==> src/rtl/instr_fetch.sv <==
// Instruction fetch unit: issues single-outstanding reads to instruction memory,
// buffers one instruction for decode, handles redirect/flush and halt on opcode 4'hF.
module instr_fetch (
  input  logic        clk,
  input  logic        rst,
  input  logic        stall,
  input  logic        redirect,
  input  logic [15:0] redirect_pc,
  output logic        imem_rd_en,
  output logic [15:0] imem_addr,
  input  logic [15:0] imem_rdata,
  input  logic        imem_ready,
  output logic [15:0] instr,
  output logic [3:0]  opcode,
  output logic [15:0] pc_plus1,
  output logic        instr_valid,
  output logic        halted
);

  typedef enum logic [1:0] {
    FETCH = 2'd0,
    WAIT  = 2'd1,
    DRAIN = 2'd2,
    HALT  = 2'd3
  } state_t;

  localparam logic [3:0] OPC_HALT = 4'hF;

  state_t      state;
  state_t      state_nxt;
  logic [15:0] pc;
  logic        slot_free;
  logic        issue;
  logic        capture;

  // NOTE: every always_comb output gets a default before the case, so no path can infer a latch.
  always_comb begin
    state_nxt = state;
    issue     = 1'b0;
    capture   = 1'b0;
    slot_free = !instr_valid || !stall;
    unique case (state)
      FETCH: begin
        if (!redirect && slot_free) begin
          issue     = 1'b1;
          state_nxt = WAIT;
        end
      end
      WAIT: begin
        if (redirect) begin
          state_nxt = imem_ready ? FETCH : DRAIN;
        end else if (imem_ready) begin
          capture   = 1'b1;
          state_nxt = (imem_rdata[15:12] == OPC_HALT) ? HALT : FETCH;
        end
      end
      DRAIN: begin
        // The in-flight response must be absorbed before a new request may go out.
        if (imem_ready) state_nxt = FETCH;
      end
      HALT: begin
        if (redirect) state_nxt = FETCH;
      end
      default: state_nxt = FETCH;
    endcase
  end

  // Reset forces FETCH asynchronously, so the request strobe is masked while rst is held.
  assign imem_rd_en = issue && !rst;
  assign imem_addr  = pc;
  assign opcode     = instr[15:12];
  assign halted     = (state == HALT);

  // NOTE: sequential state uses non-blocking assignments so all registers update together at the edge.
  always_ff @(posedge clk or posedge rst) begin
    if (rst) begin
      state       <= FETCH;
      pc          <= 16'h0000;
      instr       <= 16'h0000;
      pc_plus1    <= 16'h0000;
      instr_valid <= 1'b0;
    end else begin
      state <= state_nxt;
      if (redirect) begin
        pc          <= redirect_pc;
        instr_valid <= 1'b0;
      end else if (capture) begin
        instr       <= imem_rdata;
        pc_plus1    <= pc + 16'd1;
        pc          <= pc + 16'd1;
        instr_valid <= 1'b1;
      end else if (instr_valid && !stall) begin
        instr_valid <= 1'b0;
      end
    end
  end

endmodule

==> config.mk <==
export PLATFORM = sky130hd
export DESIGN_NAME = instr_fetch
export DESIGN_NICKNAME = d
export VERILOG_FILES = /design/src/rtl/instr_fetch.sv
export SDC_FILE = /design/constraint.sdc
export NUM_CORES = 1
export LEC_CHECK = 0
export CAP_MARGIN = 20
export CORE_ASPECT_RATIO = 0.5
export CORE_MARGIN = 2
export CORE_UTILIZATION = 45
export CTS_BUF_LIST = sky130_fd_sc_hd__clkbuf_16
export CTS_CLUSTER_DIAMETER = 50
export DETAILED_ROUTE_END_ITERATION = 8
export PLACE_DENSITY = 0.8
export SYNTH_ARGS = -nofsm -noshare
export SYNTH_HDL_FRONTEND = slang
export SYNTH_SLANG_ARGS = --single-unit
==> constraint.sdc <==
create_clock -name clk -period 2.4 [get_ports clk]
set_clock_uncertainty 0.15 [all_clocks]
set_input_delay 0.48 -clock clk [delete_from_list [all_inputs] [get_ports clk]]
set_output_delay 0.48 -clock clk [all_outputs]
set_load 0.02 [all_outputs]
==> results.md, run 1 <==
- Status: complete, no violations
- Drt pass-1 iters: 5
- TritonCTS buffer count: 5
- Pin count of the biggest net entering global routing: 39
- Final setup violation count: 0
- Critical path startpoint: redirect
- Post-Synthesis Cells: 280
- Met1 usage: 27.0%
- YS warnings: 0
- Place WS: -0.160 ns
- Detailed placer's ending HPWL: 4830 um
- Grt ovf: 0
- Min Hold Slack: 0.332 ns
- Vias in the first global route: 2,163
- Critical Path, Cell by Cell: clkdlybuf4s50_1 -> nor2_1 -> nand2_1 -> nor3_1 -> dlygate4sd2_1
- Fmax: 443 MHz
- Critical path class: in -> out
- Clk_lat worst skew: 0.29 ns
- CP required: 1.77 ns
- CTS clock-pin slew for the worst setup and hold paths: 0.06 ns
- Slew Viols, Final: 0
- Worst R2R Setup Slack: 0.38 ns
- Nets: 403
- Minimum clock period: 2.26 ns
- Die W: 111 um
- Final worst setup slack: 0.141 ns
- Layout area overhead: 43.3%
- Initial antenna violation count: 0
- PD cells: 1010 nW/um2
- Layout cell share with drive strength beyond 1: 7.40%
- Worst r2r src: imem_addr[0]
- Busiest grt layer: met2
- Total Power: 3.72 mW
- HP Class: reg -> reg
- Worst-path fanout max: 2
- DRT Wirelength: 6390 um
- Critical Path Sink: imem_rd_en
- Clock tree root buffer cell: clkbuf_16
- Die area: 6360 um2
- Critical path arrival: 1.63 ns
- Synthesized Nets: 318
- Leak: 1.60 nW
- # diodes: 0
- Worst Reg2Reg Path Length in Cells: 5
- Hold_buf cts: 0
- I/O pin count: 92
- Die extent in y: 57.4 um
- Post-route DRC violation count: 0
- Critical Path Sink Type: primary output
- Post-CTS Setup Inserts: 0
- Met2 usage: 34.0%
- Max IR drop VDD: 0.000640 V
- Core Area: 5490 um2
- CP peak stage delay: 0.42 ns
- Initial Util: 46.8%
- Setup TNS: 0 ns
- Unique cell type count in the Yosys netlist: 42
- Via density: 5.13
- First-pass GRT wire length: 10,200 um
- Crit share post-route: 94.1%
- Synthesized area: 2570 um2
- Crit-path slowest cell: clkdlybuf4s50_1
- Cells after DPL: 431
- Rows: 19
- Mean Syn Cell Area: 9.17 um2
- Reg2reg end: imem_addr[10]
- Hold Path Cell Cnt: 2
- Relative slew slack: 75.1%
- Initial DRC Count: 105
- Number of H-tree levels: 2
- RSZ-0062 raised after global routing: false
- Drt wl/cell: 14.6 um
- Post-synthesis sequential area ratio: 49.7%
- Clock sinks: 51
- GR Util met3: 4.99%
- Max-cap violations: 0
- Slew of the pin with the lowest slew margin: 0.373 ns
- Final Util: 67.0%
- GRT Resource Usage Total: 20.0%
- Antenna Violating Nets Remaining: 0
- Vias: 2,245
- Register bit total from synthesis: 51
- RD Place Congestion: 0.847
- CTS tree: done
- Final hold violation count: 0
- Port Buf Inserts: 91
- Cell Area, Placed: 3540 um2
- Clock Path Buffers: 2
- Post-route insts no fill: 438
- Design area: 3680 um2
- Post_cts resized: 1
- Startpoint Class: primary input
[where the power goes]
part           internal (mW)  total (mW)  switching (mW)
registers               1.15        1.39           0.233
logic                  0.801        1.65           0.849
clock network          0.381       0.679           0.299
[per-layer routing]
metal	vias to the layer above	routed length (um)
li1	1104	-
met1	1069	2910
met2	70	2990
met3	2	467
met4	0	27
met5	-	0
[layout make-up]
class	count	area, um2
Timing Repair Buffer	102	1000
Clock inverter	2	12.5
Clock buffer	5	125
Tap cell	73	91.3
Multi-Input combinational cell	202	1160
Inverter	3	11.3
Fill cell	429	1810
Sequential cell	51	1280
[synth_stat cells, drive strengths merged]
cell type  number  area share [%]
dfrtp          51              50
o21ai          26             5.2
o311ai          1            0.34
nor3            4            0.78
a21boi          1            0.29
and3            1            0.24
nand3b          1            0.78
nand3           7             1.6
buf            16             3.8
mux2i           4             1.6
nand4           6             1.7
and2            2            0.49
nand2b          1            0.24
nand2          92              13
and4bb          1            0.49
a21o            1            0.29
nor4            4             2.3
o221ai          2            0.68
and4b           1            0.39
nor2b           3            0.73
o32ai           1            0.34
a221o           1            0.39
xor2            8             2.7
nor2            7             1.0
and4            4             1.4
a211o           1            0.34
o31ai           1            0.29
inv             3            0.44
and3b           1            0.34
clkbuf          8             1.2
a22oi           1            0.29
a21oi           2            0.39
ha              1            0.49
nand4bb         1            0.44
or3             2            0.49
xnor2          13             4.4
[registers in the layout (all words and copies together), names as in the netlist]
name / count
instr: 16
state: 2
pc_plus1: 16
imem_addr: 16
instr_valid: 1
[kinds of logic (layout without fill, tap and decap cells)]
kind of cell               after synthesis  after routing  share of synthesized area [%]
adders and majority gates                1              1                          0.487
and+or+nand+nor                        138            138                           26.8
AOI/OAI and AO/OA                       38             38                           8.87
xor gates and xnor gates                21             21                           7.16
DFF                                     51             51                           49.7
muxes                                    4              4                           1.56
buffers and inverters                   27            112                           5.41
[cell usage in the layout (no fill, tap or decap), types with 2 or more instances in the layout]
cell / n
nor2_1: 7
or3_1: 2
nand3_1: 6
xnor2_1: 13
and2_1: 2
clkdlybuf4s50_1: 90
clkbuf_16: 5
nor3_1: 4
dfrtp_1: 51
buf_4: 10
nand4_1: 5
mux2i_1: 4
and4_1: 4
o21ai_0: 22
nor2b_1: 3
o221ai_1: 2
nand2_1: 92
inv_1: 2
a21oi_1: 2
nor4_2: 3
xor2_1: 8
o21ai_1: 3
[how the worst min path moves through the flow]
stage,end,slack [ns],from
2_1_floorplan,state[0],0.42,state[1]
3_3_place_gp,instr[6],0.31,instr[6]
3_5_place_dp,pc_plus1[1],0.32,pc_plus1[1]
4_1_cts,pc_plus1[1],0.34,pc_plus1[1]
5_1_grt,pc_plus1[1],0.36,pc_plus1[1]
6_report,instr[6],0.33,instr[6]
[worst max-delay path, delay by kind of cell]
kind          cells  cell delay (ns)
simple gates      3             0.36
buf+inv           2             0.79
Note: power is estimated with default switching activity, not from simulation.
==> run 2: changes to the inputs <==
--- a/config.mk
+++ b/config.mk
@@ -8,11 +8,12 @@
 export CAP_MARGIN = 20
 export CORE_ASPECT_RATIO = 0.5
 export CORE_MARGIN = 2
-export CORE_UTILIZATION = 45
+export CORE_UTILIZATION = 40
 export CTS_BUF_LIST = sky130_fd_sc_hd__clkbuf_16
 export CTS_CLUSTER_DIAMETER = 50
+export CTS_CLUSTER_SIZE = 12
 export DETAILED_ROUTE_END_ITERATION = 8
-export PLACE_DENSITY = 0.8
+export PLACE_DENSITY = 0.76
 export SYNTH_ARGS = -nofsm -noshare
 export SYNTH_HDL_FRONTEND = slang
 export SYNTH_SLANG_ARGS = --single-unit
==> constraint.sdc (replaced) <==
create_clock -name clk -period 1.9 [get_ports clk]
set_clock_uncertainty 0.15 [all_clocks]
set_input_delay 0.38 -clock clk [delete_from_list [all_inputs] [get_ports clk]]
set_output_delay 0.38 -clock clk [all_outputs]
set_load 0.02 [all_outputs]
==> run 2 against run 1 <==
Compared with the run above:
- clock power up 47%
- die area up 12%
- flip-flop and latch count unchanged
- register-to-register slack worse by 0.22 ns
- critical path depth up 1
- setup slack worse by 0.13 ns
- combinational power up 30%
- utilization down 5.0 points
- final cell count up 5.3%
- sequential share of layout area down 1.0 points
- first-iteration DRC count up 47%
- critical path type is now in -> reg
- largest cell class unchanged
- largest power group unchanged
==> results.md, run 2 (synthesis gave the netlist of run 1 again) <==
- Status: complete, no violations
- Commonest non-fill, non-tap cell in the layout: nand2_1
- CP required: 1.92 ns (+0.15 ns)
- CTS tree: done
- P_int: 3.11 mW (+33%)
- Gate power share: 44.1% (-0.3 points)
- DRT Wirelength: 6480 um (+1.3%)
- Reg2reg end: imem_addr[12]
- CTS clock-pin slew for the worst setup and hold paths: 0.07 ns (about the same)
- Crit-path slowest cell: clkdlybuf4s50_1
- Critical path class: in -> reg
- Leak: 1.71 nW (+6.4%)
- Grt ovf: 0 (unchanged)
- Initial DRC Count: 154 (+47%)
- Final hold violation count: 0 (unchanged)
- Layout area overhead: 47.9%
- Hold Path Sink: pc_plus1[10]
- Design area: 3800 um2 (+3.2%)
- Clock Path Buffers: 2 (unchanged)
- Die W: 117 um (+5.8%)
- Rows: 20 (+1)
- Vias: 2,238 (-0.31%)
- Relative slew slack: 77.9% (+2.8 points)
- First-pass GRT wire length: 10,600 um (+3.7%)
- Antenna Violating Nets Remaining: 0 (unchanged)
- I/O pin count: 92 (unchanged)
- Max-cap violations: 0 (unchanged)
- Net Sw Frac: 36.2% (-0.93 points)
- Number of H-tree levels: 2 (unchanged)
- Critical path arrival: 1.91 ns (+0.28 ns)
- Critical Path, Cell by Cell: clkdlybuf4s50_1 -> buf_4 -> and4bb_1 -> nand2_1 -> mux2i_1 -> a221o_1
- Slew of the pin with the lowest slew margin: 0.330 ns (-0.0427 ns)
- Sw Pwr: 1.77 mW (+28%)
- Clk_lat worst skew: 0.28 ns (about the same)
- Core Area: 6130 um2 (+12%)
- Via density: 4.85 (-5.3%)
- Critical Path Sink Type: flip-flop
- Most frequent cells in the layout: nand2_1 (92), clkdlybuf4s50_1 (76), dfrtp_1 (49)
- Post-CTS Setup Inserts: 0 (unchanged)
- Worst r2r src: imem_addr[0]
- Fmax: 528 MHz
- Drt wl/cell: 14.1 um (-3.7%)
- Max IR drop VDD: 0.000501 V (-22%)
- Initial antenna violation count: 0 (unchanged)
- Slew Viols, Final: 0 (unchanged)
- Die area: 7110 um2 (+12%)
- Hold Path Cell Cnt: 1 (-1)
- Hold Path Origin: pc_plus1[10]
- Layout cell share with drive strength beyond 1: 11.0% (+3.6 points)
- Startpoint Class: primary input
- FF+latch area: 1280 um2 (+0.20%)
- Initial Util: 41.9% (-4.9 points)
- Post-route insts no fill: 461 (+5.3%)
- Die extent in y: 60.7 um (+5.6%)
- Clock sinks: 51 (unchanged)
- Cell Area, Placed: 3630 um2 (+2.6%)
- Final setup violation count: 0 (unchanged)
- Nets: 411 (+2.0%)
- RSZ-0062 raised after global routing: true
- Drt pass-1 iters: 4 (-1)
- PD cells: 1280 nW/um2 (+27%)
- Clock tree root buffer cell: clkbuf_16
- HP Class: reg -> reg
- Setup TNS: 0 ns (unchanged)
- Fillers: 525 (+22%)
- CP peak stage delay: 0.49 ns (+0.07 ns)
- GRT Resource Usage Total: 18.8% (-1.2 points)
- Worst-path fanout max: 38 (+36)
- Pin count of the biggest net entering global routing: 52 (+33%)
- RD Place Congestion: 0.834 (-1.6%)
- Multi-input gate area: 1170 um2 (+1.2%)
- Worst Reg2Reg Path Length in Cells: 5 (unchanged)
- Clock network power share: 20.6% (+2.3 points)
- Vias in the first global route: 2,211 (+2.2%)
- TritonCTS buffer count: 5 (unchanged)
- Worst R2R Setup Slack: 0.16 ns (-0.22 ns)
- Detailed placer's ending HPWL: 4820 um (-0.22%)
- Cells after DPL: 454 (+5.3%)
- Crit share post-route: 99.7%
- Port Buf Inserts: 91 (unchanged)
- Seq pwr share: 35.3% (-2.0 points)
- # diodes: 0 (unchanged)
- Minimum clock period: 1.89 ns
- Post-route DRC violation count: 0 (unchanged)
-- run 2: worst max-delay path, delay by kind of cell --
kind,cells,cell delay (ns)
AND/OR/NAND/NOR,2,0.36
AO/OA/AOI/OAI,1,0.27
multiplexers,1,0.09
buffers and inverters,2,0.82
-- run 2: worst max-delay path by stage --
| stage | start | to | slack [ns] | cells after the start |
|---|---|---|---|---|
| final | redirect | imem_addr[10] | 0.006 | 6 |
| after global routing | redirect | imem_addr[9] | -0.07 | 5 |
| after CTS | imem_addr[12] | imem_addr[12] | 0.002 | 1 |
| after detailed placement | redirect | imem_rd_en | -0.41 | 5 |
| after global placement | redirect | imem_rd_en | -0.42 | 5 |
| after floorplan | imem_addr[0] | imem_addr[10] | 0.06 | 6 |
-- run 2: layout make-up --
type	count	area share [%]
clock buffer	5	3.29
tap	88	2.90
multi-input combinational	202	30.8
clock inverter	2	0.988
inverter	3	0.297
sequential	51	33.7
timing repair buffer	110	28.0
-- run 2: per-stage QoR --
step | hold slack (ns) | util [%] | power [mW] | setup slack [ns]
after floorplan | 0.335 | - | 2.82 | 0.0644
after global placement | 0.310 | 59.3 | 3.85 | -0.415
after detailed placement | 0.315 | 59.3 | 3.92 | -0.407
after CTS | 0.330 | 61.8 | 4.91 | 0.00151
after global routing | 0.332 | 61.9 | 5.15 | -0.0668
final | 0.329 | 61.9 | 4.87 | 0.00610
-- run 2: what timing repair did --
action	in CTS	in global routing
gates resized for setup	20	4
hold buffers	0	0
setup endpoints to repair	18	23
-- run 2: power by group through the flow --
| stage | combinational, mW | clock, mW | sequential, mW |
|---|---|---|---|
| CTS | 2.17 | 1.01 | 1.72 |
| global placement | 2.13 | 0 | 1.72 |
| floorplan | 0.686 | 0 | 2.14 |
| finish | 2.15 | 1.00 | 1.72 |
| detailed placement | 2.18 | 0 | 1.74 |
| global route | 2.32 | 1.07 | 1.77 |
-- run 2: layer usage --
| metal | share of wire [%] | global-route usage, % |
|---|---|---|
| met3 | 4.9 | 4.04 |
| met1 | 47 | 24.6 |
| met4 | 0.82 | 5.85 |
| met5 | 0 | 0 |
| met2 | 47 | 32.6 |
